## src/rtl/timer_sched_pkg.sv

```systemverilog
// rtl/timer_sched_pkg.sv - shared constants, FSM states and helpers for timer_sched
package timer_sched_pkg;

    // Width of remaining-tick and elapsed-tick arithmetic
    localparam int REM_W = 32;

    // Timer register byte offsets
    localparam logic [31:0] TIMER_OFF = 32'h0;
    localparam logic [31:0] CTRL_OFF  = 32'h4;
    localparam logic [31:0] CMP_OFF   = 32'h8;

    // CTRL fields
    localparam logic [31:0] CTRL_EN          = 32'h1;
    localparam int          CTRL_PRESC_SHIFT = 3;

    typedef enum logic [2:0] {
        ST_CFG,
        ST_IDLE,
        ST_WAIT,
        ST_SYNC,
        ST_UPDATE,
        ST_MERGE,
        ST_FIRE,
        ST_PROG
    } state_t;

    // CTRL word that enables the timer with the given prescaler
    function automatic logic [31:0] ctrl_word(input int presc);
        return (32'(presc) << CTRL_PRESC_SHIFT) | CTRL_EN;
    endfunction

endpackage

```

## src/rtl/timer_sched_apb_master.sv

```systemverilog
// rtl/timer_sched_apb_master.sv - single-transfer APB master engine
module timer_sched_apb_master #(
    parameter int ADDR_W = 12
) (
    input  logic              HCLK,
    input  logic              HRESETn,
    input  logic              start,
    input  logic              write,
    input  logic [ADDR_W-1:0] addr,
    input  logic [31:0]       wdata,
    output logic              done,
    output logic [31:0]       rdata,
    output logic [ADDR_W-1:0] PADDR,
    output logic [31:0]       PWDATA,
    output logic              PWRITE,
    output logic              PSEL,
    output logic              PENABLE,
    input  logic [31:0]       PRDATA,
    input  logic              PREADY
);

    // Idle (PSEL=0) -> SETUP (PSEL=1) -> ACCESS (PENABLE=1) until PREADY; start is ignored while busy
    always_ff @(posedge HCLK or negedge HRESETn) begin
        if (!HRESETn) begin
            PSEL    <= 1'b0;
            PENABLE <= 1'b0;
            PWRITE  <= 1'b0;
            PADDR   <= '0;
            PWDATA  <= '0;
        end else if (!PSEL) begin
            if (start) begin
                PSEL   <= 1'b1;
                PWRITE <= write;
                PADDR  <= addr;
                PWDATA <= wdata;
            end
        end else if (!PENABLE) begin
            PENABLE <= 1'b1;
        end else if (PREADY) begin
            PSEL    <= 1'b0;
            PENABLE <= 1'b0;
            PWRITE  <= 1'b0;
        end
    end

    assign done  = PSEL & PENABLE & PREADY;
    assign rdata = PRDATA;

endmodule

```

## src/rtl/timer_sched.sv

```systemverilog
// rtl/timer_sched.sv - one-shot alarm scheduler sharing one APB timer; optional TIMER_SCHED_CANCEL_EN
module timer_sched
    import timer_sched_pkg::*;
#(
    parameter int NUM_REQ        = 4,
    parameter int APB_ADDR_WIDTH = 12,
    parameter int PRESCALE       = 1
) (
    input  logic                      HCLK,
    input  logic                      HRESETn,
    input  logic [NUM_REQ-1:0]        arm_i,
    input  logic [NUM_REQ-1:0][31:0]  delay_i,
`ifdef TIMER_SCHED_CANCEL_EN
    input  logic [NUM_REQ-1:0]        cancel_i,
`endif
    output logic [NUM_REQ-1:0]        done_o,
    output logic                      busy_o,
    output logic [APB_ADDR_WIDTH-1:0] PADDR,
    output logic [31:0]               PWDATA,
    output logic                      PWRITE,
    output logic                      PSEL,
    output logic                      PENABLE,
    input  logic [31:0]               PRDATA,
    input  logic                      PREADY,
    input  logic                      PSLVERR,
    input  logic                      irq_cmp_i
);

    localparam logic [APB_ADDR_WIDTH-1:0] ADDR_TIMER = APB_ADDR_WIDTH'(TIMER_OFF);
    localparam logic [APB_ADDR_WIDTH-1:0] ADDR_CTRL  = APB_ADDR_WIDTH'(CTRL_OFF);
    localparam logic [APB_ADDR_WIDTH-1:0] ADDR_CMP   = APB_ADDR_WIDTH'(CMP_OFF);
    localparam logic [31:0]               CTRL_WORD  = ctrl_word(PRESCALE);

    state_t                          state_q, state_d;
    logic [NUM_REQ-1:0]              pend_q, act_q;
    logic [NUM_REQ-1:0][REM_W-1:0]   dly_q, rem_q;
    logic [REM_W-1:0]                cmp_q, elapsed_q, min_rem;
    logic                            hit_q;
    logic [NUM_REQ-1:0]              expired, cancel_v, arm_v;
    logic                            apb_start, apb_write, apb_done;
    logic [APB_ADDR_WIDTH-1:0]       apb_addr;
    logic [31:0]                     apb_wdata, apb_rdata;
    logic                            unused_pslverr;

    assign unused_pslverr = PSLVERR;

`ifdef TIMER_SCHED_CANCEL_EN
    assign cancel_v = cancel_i;
`else
    assign cancel_v = '0;
`endif

    // A cancel beats a simultaneous arm of the same slot
    assign arm_v  = arm_i & ~cancel_v;
    assign busy_o = (|pend_q) | (|act_q);

    // Expired active slots and earliest deadline (strict < keeps the lowest index on ties)
    always_comb begin
        min_rem = '1;
        expired = '0;
        for (int i = 0; i < NUM_REQ; i++) begin
            expired[i] = act_q[i] && (rem_q[i] == '0);
            if (act_q[i] && (rem_q[i] < min_rem)) begin
                min_rem = rem_q[i];
            end
        end
    end

    // FSM state register
    always_ff @(posedge HCLK or negedge HRESETn) begin
        if (!HRESETn) begin
            state_q <= ST_CFG;
        end else begin
            state_q <= state_d;
        end
    end

    // FSM next-state logic
    always_comb begin
        state_d = state_q;
        case (state_q)
            ST_CFG:    if (apb_done) state_d = ST_IDLE;
            ST_IDLE:   if (|pend_q) state_d = ST_MERGE;
            ST_WAIT: begin
                if (hit_q)        state_d = ST_UPDATE;
                else if (|pend_q) state_d = ST_SYNC;
            end
            ST_SYNC:   if (apb_done) state_d = ST_UPDATE;
            ST_UPDATE: state_d = ST_MERGE;
            ST_MERGE:  state_d = ST_FIRE;
            ST_FIRE:   state_d = (|(act_q & ~expired & ~cancel_v)) ? ST_PROG : ST_IDLE;
            ST_PROG:   if (apb_done) state_d = ST_WAIT;
            default:   state_d = ST_CFG;
        endcase
    end

    // FSM outputs: APB request per state and expiry pulses in FIRE
    always_comb begin
        apb_start = 1'b0;
        apb_write = 1'b0;
        apb_addr  = ADDR_TIMER;
        apb_wdata = '0;
        done_o    = '0;
        case (state_q)
            ST_CFG: begin
                apb_start = 1'b1;
                apb_write = 1'b1;
                apb_addr  = ADDR_CTRL;
                apb_wdata = CTRL_WORD;
            end
            ST_SYNC: begin
                apb_start = 1'b1;
            end
            ST_PROG: begin
                apb_start = 1'b1;
                apb_write = 1'b1;
                apb_addr  = ADDR_CMP;
                apb_wdata = min_rem;
            end
            ST_FIRE: done_o = expired & ~cancel_v;
            default: ;
        endcase
    end

    // Scheduler datapath: compare flag, elapsed capture and per-slot bookkeeping
    always_ff @(posedge HCLK or negedge HRESETn) begin
        if (!HRESETn) begin
            pend_q    <= '0;
            act_q     <= '0;
            dly_q     <= '0;
            rem_q     <= '0;
            cmp_q     <= '0;
            elapsed_q <= '0;
            hit_q     <= 1'b0;
        end else begin
            if (irq_cmp_i) hit_q <= 1'b1;
            // A CMP write restarts the timer, so any earlier hit is stale
            if (state_q == ST_PROG && apb_done) begin
                cmp_q <= min_rem;
                hit_q <= 1'b0;
            end
            if (state_q == ST_WAIT && hit_q) elapsed_q <= cmp_q;
            if (state_q == ST_SYNC && apb_done) elapsed_q <= hit_q ? cmp_q : apb_rdata;
            for (int i = 0; i < NUM_REQ; i++) begin
                if (state_q == ST_UPDATE && act_q[i]) begin
                    rem_q[i] <= (rem_q[i] > elapsed_q) ? rem_q[i] - elapsed_q : '0;
                end
                if (state_q == ST_MERGE && pend_q[i]) begin
                    act_q[i]  <= 1'b1;
                    rem_q[i]  <= dly_q[i];
                    pend_q[i] <= 1'b0;
                end
                if (state_q == ST_FIRE && expired[i]) act_q[i] <= 1'b0;
                // An arm in the MERGE cycle overrides the clear and stays pending
                if (arm_v[i]) begin
                    dly_q[i]  <= delay_i[i];
                    pend_q[i] <= 1'b1;
                end
                if (cancel_v[i]) begin
                    pend_q[i] <= 1'b0;
                    act_q[i]  <= 1'b0;
                end
            end
        end
    end

    timer_sched_apb_master #(
        .ADDR_W (APB_ADDR_WIDTH)
    ) u_apb (
        .HCLK    (HCLK),
        .HRESETn (HRESETn),
        .start   (apb_start),
        .write   (apb_write),
        .addr    (apb_addr),
        .wdata   (apb_wdata),
        .done    (apb_done),
        .rdata   (apb_rdata),
        .PADDR   (PADDR),
        .PWDATA  (PWDATA),
        .PWRITE  (PWRITE),
        .PSEL    (PSEL),
        .PENABLE (PENABLE),
        .PRDATA  (PRDATA),
        .PREADY  (PREADY)
    );

endmodule

```

## config.mk

```make
export PLATFORM = sky130hd
export DESIGN_NAME = timer_sched
export DESIGN_NICKNAME = d
export VERILOG_FILES = /design/src/rtl/timer_sched_pkg.sv /design/src/rtl/timer_sched_apb_master.sv /design/src/rtl/timer_sched.sv
export SDC_FILE = /design/constraint.sdc
export NUM_CORES = 1
export LEC_CHECK = 0
export ABC_AREA = 1
export BUFFER_PORTS_ARGS = -buffer_cell sky130_fd_sc_hd__buf_2
export CAP_MARGIN = 15
export CORE_MARGIN = 2
export CORE_UTILIZATION = 45
export DETAILED_ROUTE_END_ITERATION = 8
export PLACE_DENSITY_LB_ADDON = 0.08
export SYNTH_ARGS = -nofsm -noshare
export SYNTH_HDL_FRONTEND = slang
export SYNTH_SLANG_ARGS = --single-unit
export TNS_END_PERCENT = 50
```

## constraint.sdc

```tcl
create_clock -name HCLK -period 9.1 [get_ports HCLK]
set_input_delay 1.82 -clock HCLK [delete_from_list [all_inputs] [get_ports HCLK]]
set_output_delay 1.82 -clock HCLK [all_outputs]
set_load 0.03 [all_outputs]
```

After elaboration in Yosys (flattened, before gate mapping)

Cells that the tools add are included.

$lt $le $gt $ge: 8
Bitwise gates (word level): 6
Reduce and logical (&&, ||, !) cells: 51
Add/sub/neg operators: 4
Equal/unequal tests: 14
Muxes and demuxes: 58

Operator list:

| cell                                                            | number |
|---|---|
| 32-bit 2-to-1 mux                                               | 19 |
| 32-bit > comparator                                             | 4 |
| 32-bit logical NOT                                              | 4 |
| 32-bit subtractor                                               | 4 |
| 32-bit < comparator                                             | 3 |
| 32-bit one-hot mux with 2 select lines                          | 1 |
| 32-bit < comparator, second input constant                      | 1 |
| 2-bit nonzero test                                              | 15 |
| 1-bit 2-to-1 mux                                                | 28 |
| 3-bit one-hot mux with 8 select lines                           | 1 |
| 1-bit logical AND                                               | 23 |
| 3-bit 2-to-1 mux                                                | 7 |
| 3-bit == test, second input constant                            | 4 |
| 2-bit != test, second input constant                            | 6 |
| 4-bit OR reduction                                              | 3 |
| 4-bit one-hot mux with 2 select lines                           | 1 |
| 3-bit by 2-bit == test with 1-bit output, second input constant | 2 |
| 5-bit AND reduction                                             | 1 |
| 4-bit bitwise AND                                               | 1 |
| 4-bit 2-to-1 mux                                                | 1 |
| 4-bit NOT                                                       | 1 |
| 3-bit by 1-bit == test with 1-bit output, second input constant | 1 |
| 3-bit logical NOT                                               | 1 |
| 3-bit != test, second input constant                            | 1 |
| 7 further kinds                                                 | 8 |

Register bits: 379
Output and inout port bits: 52
Logic and storage cells: 166
Input port bits: 169

Longest topological paths before layout

Word-level depth: 13
Mapped depth: 51
Mapped depth without buffers: 47

Modules after synthesis

From an unflattened synthesis, not the netlist that was laid out.

Cells, all modules: 3405
Area total of the unflattened synthesis: 25014.0 um2

By module, submodules not included:

| module                 | cells an instance | area an instance (um2) | times used |
|---|---|---|---|
| timer_sched            | 3172              | 22922.0                | 1 |
| timer_sched_apb_master | 233               | 2092.0                 | 1 |

Least setup slack after synthesis

No wires, ideal clock.

Kind: reg-to-reg
Start point: register rem_q[1] in the netlist's numbering
End point: register u_apb.PWDATA[3]
Stages on the path, launching flop included: 41
Data arrival time: 6.402 ns
Required time: 8.981 ns
Clock period less this slack: 6.521 ns
Buffers on the path: 6
Setup time: 0.119 ns
Path slack: 2.579 ns
Cells stage by stage: dfrtp_1 -> nand2_1 -> nor2_1 -> nand2_1 -> nor2_1 -> nand2_1 -> nand2_1 -> clkbuf_1 -> clkbuf_1 -> nor2_1 -> ha_1 -> a21oi_1 -> nor2_1 -> a211oi_1 -> o221a_2 -> nor2_1 -> nor2_1 -> nand2_4 -> (+5 left out) -> nand4_1 -> or3_1 -> nor4_1 -> nand2_2 -> nand2_4 -> clkbuf_1 -> nand2_1 -> o21ai_0 -> ha_1 -> a21oi_1 -> nor2_1 -> a211oi_1 -> o221a_2 -> o2111a_1 -> clkbuf_1 -> nand3_1 -> nand3_1 -> nand2_1

Longest elaborated chain between the ends: 13

RTL lines:

| element                                  | line                         | RTL |
|---|---|---|
| start, declared                          | timer_sched.sv:36            | `logic [NUM_REQ-1:0][REM_W-1:0] dly_q, rem_q;` |
| start signal, assigned by index          | timer_sched.sv:146           | `rem_q[i] <= (rem_q[i] > elapsed_q) ? rem_q[i] - elapsed_q : '0;` |
| start signal, assigned by index          | timer_sched.sv:150           | `rem_q[i] <= dly_q[i];` |
| 32-bit < comparator                      | timer_sched.sv:63            | `if (act_q[i] && (rem_q[i] < min_rem)) begin` |
| 1-bit logical AND                        | timer_sched.sv:63            |  |
| 32-bit 2-to-1 mux *                      | timer_sched.sv:63            |  |
| 32-bit < comparator                      | timer_sched.sv:63            |  |
| 1-bit logical AND                        | timer_sched.sv:63            |  |
| 32-bit 2-to-1 mux *                      | timer_sched.sv:63            |  |
| 32-bit < comparator                      | timer_sched.sv:63            |  |
| 1-bit logical AND                        | timer_sched.sv:63            |  |
| 32-bit 2-to-1 mux *                      | timer_sched.sv:63            |  |
| 32-bit < comparator                      | timer_sched.sv:63            |  |
| 1-bit logical AND                        | timer_sched.sv:63            |  |
| 32-bit 2-to-1 mux *                      | timer_sched.sv:63            |  |
| 32-bit one-hot mux with 2 select lines * | timer_sched.sv:104           | `case (state_q)` |
| end signal, assigned                     | timer_sched_apb_master.sv:35 | `PWDATA <= wdata;` |
| end, declared                            | timer_sched_apb_master.sv:14 | `output logic [31:0] PWDATA,` |

Every way passes the cells marked *; elsewhere a longest branch is shown, timed or not.
A chain may end at the register's enable or synchronous reset.

Worst setup path in the final report

Start point: register rem_q[9] in the netlist's numbering
End point: register u_apb.PWDATA[31]

Same word-level chain as after synthesis.

==> impl_summary.log <==
INFO  metric cp.buffers_inverters = 2
INFO  metric post_route_antenna_net_violation_count = 0
INFO  metric final_setup_violations = 0
INFO  metric htree_num_levels = 2
INFO  metric synthDistinctLibCells = 50
INFO  metric synth.top_cell.area_share = 0.383
INFO  metric route.detailed.wl_per_inst = around 20 um
INFO  metric core-area = 0.0528 mm^2
INFO  metric synth_enable_flop_cells = 0
INFO  metric antenna_found_initial = 1
INFO  metric cts_tree = yes
INFO  metric critical_path_required = about 9600 ps
INFO  metric tritoncts_num_sinks = ~370
INFO  metric critical-path-max-stage-delay = 590 ps
INFO  metric report.final.slew_viol_count = 0
INFO  metric most-common-layout-cells = sky130_fd_sc_hd__nand2_1 (1066), sky130_fd_sc_hd__dfrtp_1 (369), sky130_fd_sc_hd__nor2_1 (281)
INFO  metric drcViolationCount = 0
INFO  metric gp_congestion = about 0.96
INFO  metric grt-ovfl-total = 0
INFO  metric cap_violations = 0
INFO  metric buffer_ports.inserted = approximately 210
INFO  metric finish.net_count = 3812
INFO  metric synthTopCellsByArea = sky130_fd_sc_hd__dfrtp_1 (38%), sky130_fd_sc_hd__nand2_1 (17%), sky130_fd_sc_hd__ha_1 (11%)
INFO  metric synth_top_area_cell = sky130_fd_sc_hd__dfrtp_1
INFO  metric postPlaceCellArea = between 0.02 and 0.03 mm^2
INFO  metric seq_area_frac_synth = 0.383
INFO  metric setup_total_negative_slack = 0 ps
INFO  metric clkTransAtPathRegs = 70 ps
INFO  metric max-clock-path-buffers = 3
INFO  metric via_count = around 23000
INFO  metric clock_latency_at_the_later_pin_of_the_worst_skew_pair = between 500 and 600 ps
INFO  metric cell_count_post_placement = around 4100
INFO  metric die_height = around 240 um
INFO  metric outcome = completed
INFO  metric max_slew_margin = 0.289
INFO  metric drt_iter0_drc = 2183
INFO  metric drt_wl_total = 82900 um
INFO  metric final_common_cell = sky130_fd_sc_hd__nand2_1
INFO  metric synth.yosys.warnings = 0
INFO  metric tightestPinTransition = ~1100 ps
INFO  metric chip_width = around 240 um
INFO  metric finalHoldViolCount = 0
INFO  metric critical_path.slowest_cell = sky130_fd_sc_hd__o21ai_0
INFO  metric netlist_instances = 3255
INFO  metric post_cts_resized = 0
INFO  metric initial_utilization = 0.458
INFO  metric first_pass_grt_wire_length = approximately 130000 um
INFO  metric hpwlAfterDp = between 60000 and 70000 um
INFO  metric final_cells = roughly 4100
INFO  metric detail_route.vias_per_cell = approximately 5.6
INFO  metric clock.fmax = 119 MHz
INFO  metric std_cell_rows = 84
INFO  metric top_reg_cell_synth = sky130_fd_sc_hd__dfrtp_1
INFO  metric critPathMaxFanout = 56
INFO  metric share_of_the_clock_period_used_by_the_worst_path_after_layout = 0.925
INFO  metric number_of_inserted_diodes = 0
INFO  metric worst_setup_path_end_kind = register
INFO  metric yosys_register_bits = 369
INFO  metric cts-hold-fix-buffers = 0
INFO  metric die-area = between 0.05 and 0.06 mm^2
INFO  metric timing_worst_setup_path_type = reg2reg
INFO  metric worst_clock_skew = between 20 and 30 ps
INFO  metric root_buffer = sky130_fd_sc_hd__clkbuf_16
INFO  metric worst_setup_path_start_kind = register
INFO  metric numCtsBuffers = 44
INFO  metric area_overhead_vs_synth = 13.6%
INFO  metric hold_slack = about 470 ps
INFO  metric post-route-cell-area = 0.0274 mm^2
INFO  metric layout_min_cycle_time = about 8400 ps
INFO  metric grt_max_degree = between 150 and 200
INFO  metric crit_path_frequent_cell = sky130_fd_sc_hd__nand2_1
INFO  metric dr.pass1.iters = 7
INFO  metric asyncSetResetFlopFracSynth = 1.00
INFO  metric first_global_vias = ~22000
INFO  metric worstHoldPathType = reg2reg
INFO  metric critical_path.top_delay_family = simple AND/OR/NAND/NOR gates
INFO  metric syn-mean-instance-area = 7.42 um^2
INFO  metric io_pins = 221
INFO  metric grt.total_usage = 0.298
INFO  metric layout-drive-gt1-share = 0.0996
INFO  metric post_cts.repair.setup_buffers = 0
INFO  metric cp.arrival = a little under 9000 ps
INFO  metric mappedNetlistArea = around 0.024 mm^2
INFO  metric setup_repair_after_global_routing_missed_its_margin = false
-- worst min-delay path, stage by stage (launching register included) --
cell	delay, ps
sky130_fd_sc_hd__dfrtp_1	340
sky130_fd_sc_hd__nand2_1	60
sky130_fd_sc_hd__nand2_1	40
-- flip-flops by register name, summed over array words and instances, names as in the netlist --
name	cells
cmp_q	32
u_apb.PWRITE	1
u_apb.PENABLE	1
u_apb.PSEL	1
hit_q	1
u_apb.PADDR	2
state_q	3
u_apb.PWDATA	32
elapsed_q	32
rem_q	128
pend_q	4
act_q	4
dly_q	128
-- path summary, 6_finish.rpt --
kind                                start          endpoint  slack [ps]  depth (start not counted)
worst min register to register  dly_q[43]         dly_q[43]         470                          2
max in group asynchronous         HRESETn         rem_q[70]        6420                          2
worst max register to register   rem_q[9]  u_apb.PWDATA[31]         680                         36
worst min-delay path            dly_q[43]         dly_q[43]         470                          2
worst max-delay path             rem_q[9]  u_apb.PWDATA[31]         680                         36
min in group asynchronous         HRESETn          dly_q[3]        1220                          1
-- cells in the mapped netlist, types with 2 or more instances --
cell and n:
sky130_fd_sc_hd__nand2_4 4, sky130_fd_sc_hd__nor4_1 38, sky130_fd_sc_hd__o221a_2 4, sky130_fd_sc_hd__nand3_1 151, sky130_fd_sc_hd__a21oi_1 229, sky130_fd_sc_hd__o21bai_1 7, sky130_fd_sc_hd__ha_1 217, sky130_fd_sc_hd__o22ai_1 29
sky130_fd_sc_hd__buf_4 11, sky130_fd_sc_hd__or4_1 3, sky130_fd_sc_hd__nor3_1 13, sky130_fd_sc_hd__dfrtp_1 369, sky130_fd_sc_hd__buf_6 3, sky130_fd_sc_hd__a2bb2oi_1 5, sky130_fd_sc_hd__a221o_1 2, sky130_fd_sc_hd__xor2_1 46
sky130_fd_sc_hd__nand4_1 30, sky130_fd_sc_hd__o211ai_1 11, sky130_fd_sc_hd__a31oi_1 119, sky130_fd_sc_hd__nor2_1 287, sky130_fd_sc_hd__o21ai_0 210, sky130_fd_sc_hd__o221ai_1 2, sky130_fd_sc_hd__clkbuf_1 113, sky130_fd_sc_hd__clkinv_1 2
sky130_fd_sc_hd__xnor2_1 24, sky130_fd_sc_hd__buf_2 2, sky130_fd_sc_hd__o21ai_1 9, sky130_fd_sc_hd__o41ai_1 2, sky130_fd_sc_hd__o2111ai_1 2, sky130_fd_sc_hd__or2_2 6, sky130_fd_sc_hd__o21ai_2 3, sky130_fd_sc_hd__nand2_1 1066
sky130_fd_sc_hd__a211oi_1 21, sky130_fd_sc_hd__fa_1 4, sky130_fd_sc_hd__nand2_2 2, sky130_fd_sc_hd__a221oi_1 3, sky130_fd_sc_hd__inv_1 193
-- cell families (layout without fill, tap and decap cells) --
group,Yosys count,count (layout),share of synthesized area
other,1,10,0.000155
buffers and inverters,325,515,0.0533
adders and majority gates,221,221,0.116
xor gates and xnor gates,70,70,0.0254
DFF,369,369,0.383
and+or+nand+nor,1602,1602,0.267
AOI/OAI and AO/OA,667,667,0.155
-- metrics by stage --
step	util	setup WS, ps
2_1_floorplan	-	2580
3_3_place_gp	0.490	1040
3_5_place_dp	0.490	1000
4_1_cts	0.519	924
5_1_grt	0.520	188
6_report	0.520	679
-- metal layers --
metal	share of wire	global-route usage	wire, um	vias to the layer above
li1	-	-	-	11300
met1	0.46	0.426	38300	11000
met2	0.42	0.448	35100	774
met3	0.068	0.0466	5630	138
met4	0.046	0.124	3780	2
met5	0.00028	0	23	-
-- area by class of cell --
cell class / instances / area (um^2)
sequential: 369 / 9230
multi-input combinational: 2570 / 13700
fill: 5237 / 25300
tap: 688 / 861
inverter: 195 / 732
timing repair buffer: 242 / 1350
clock inverter: 22 / 288
clock buffer: 56 / 1240
Power is not shown: default switching activity piles up to over one toggle a cycle in this logic, so the estimate is an artifact.
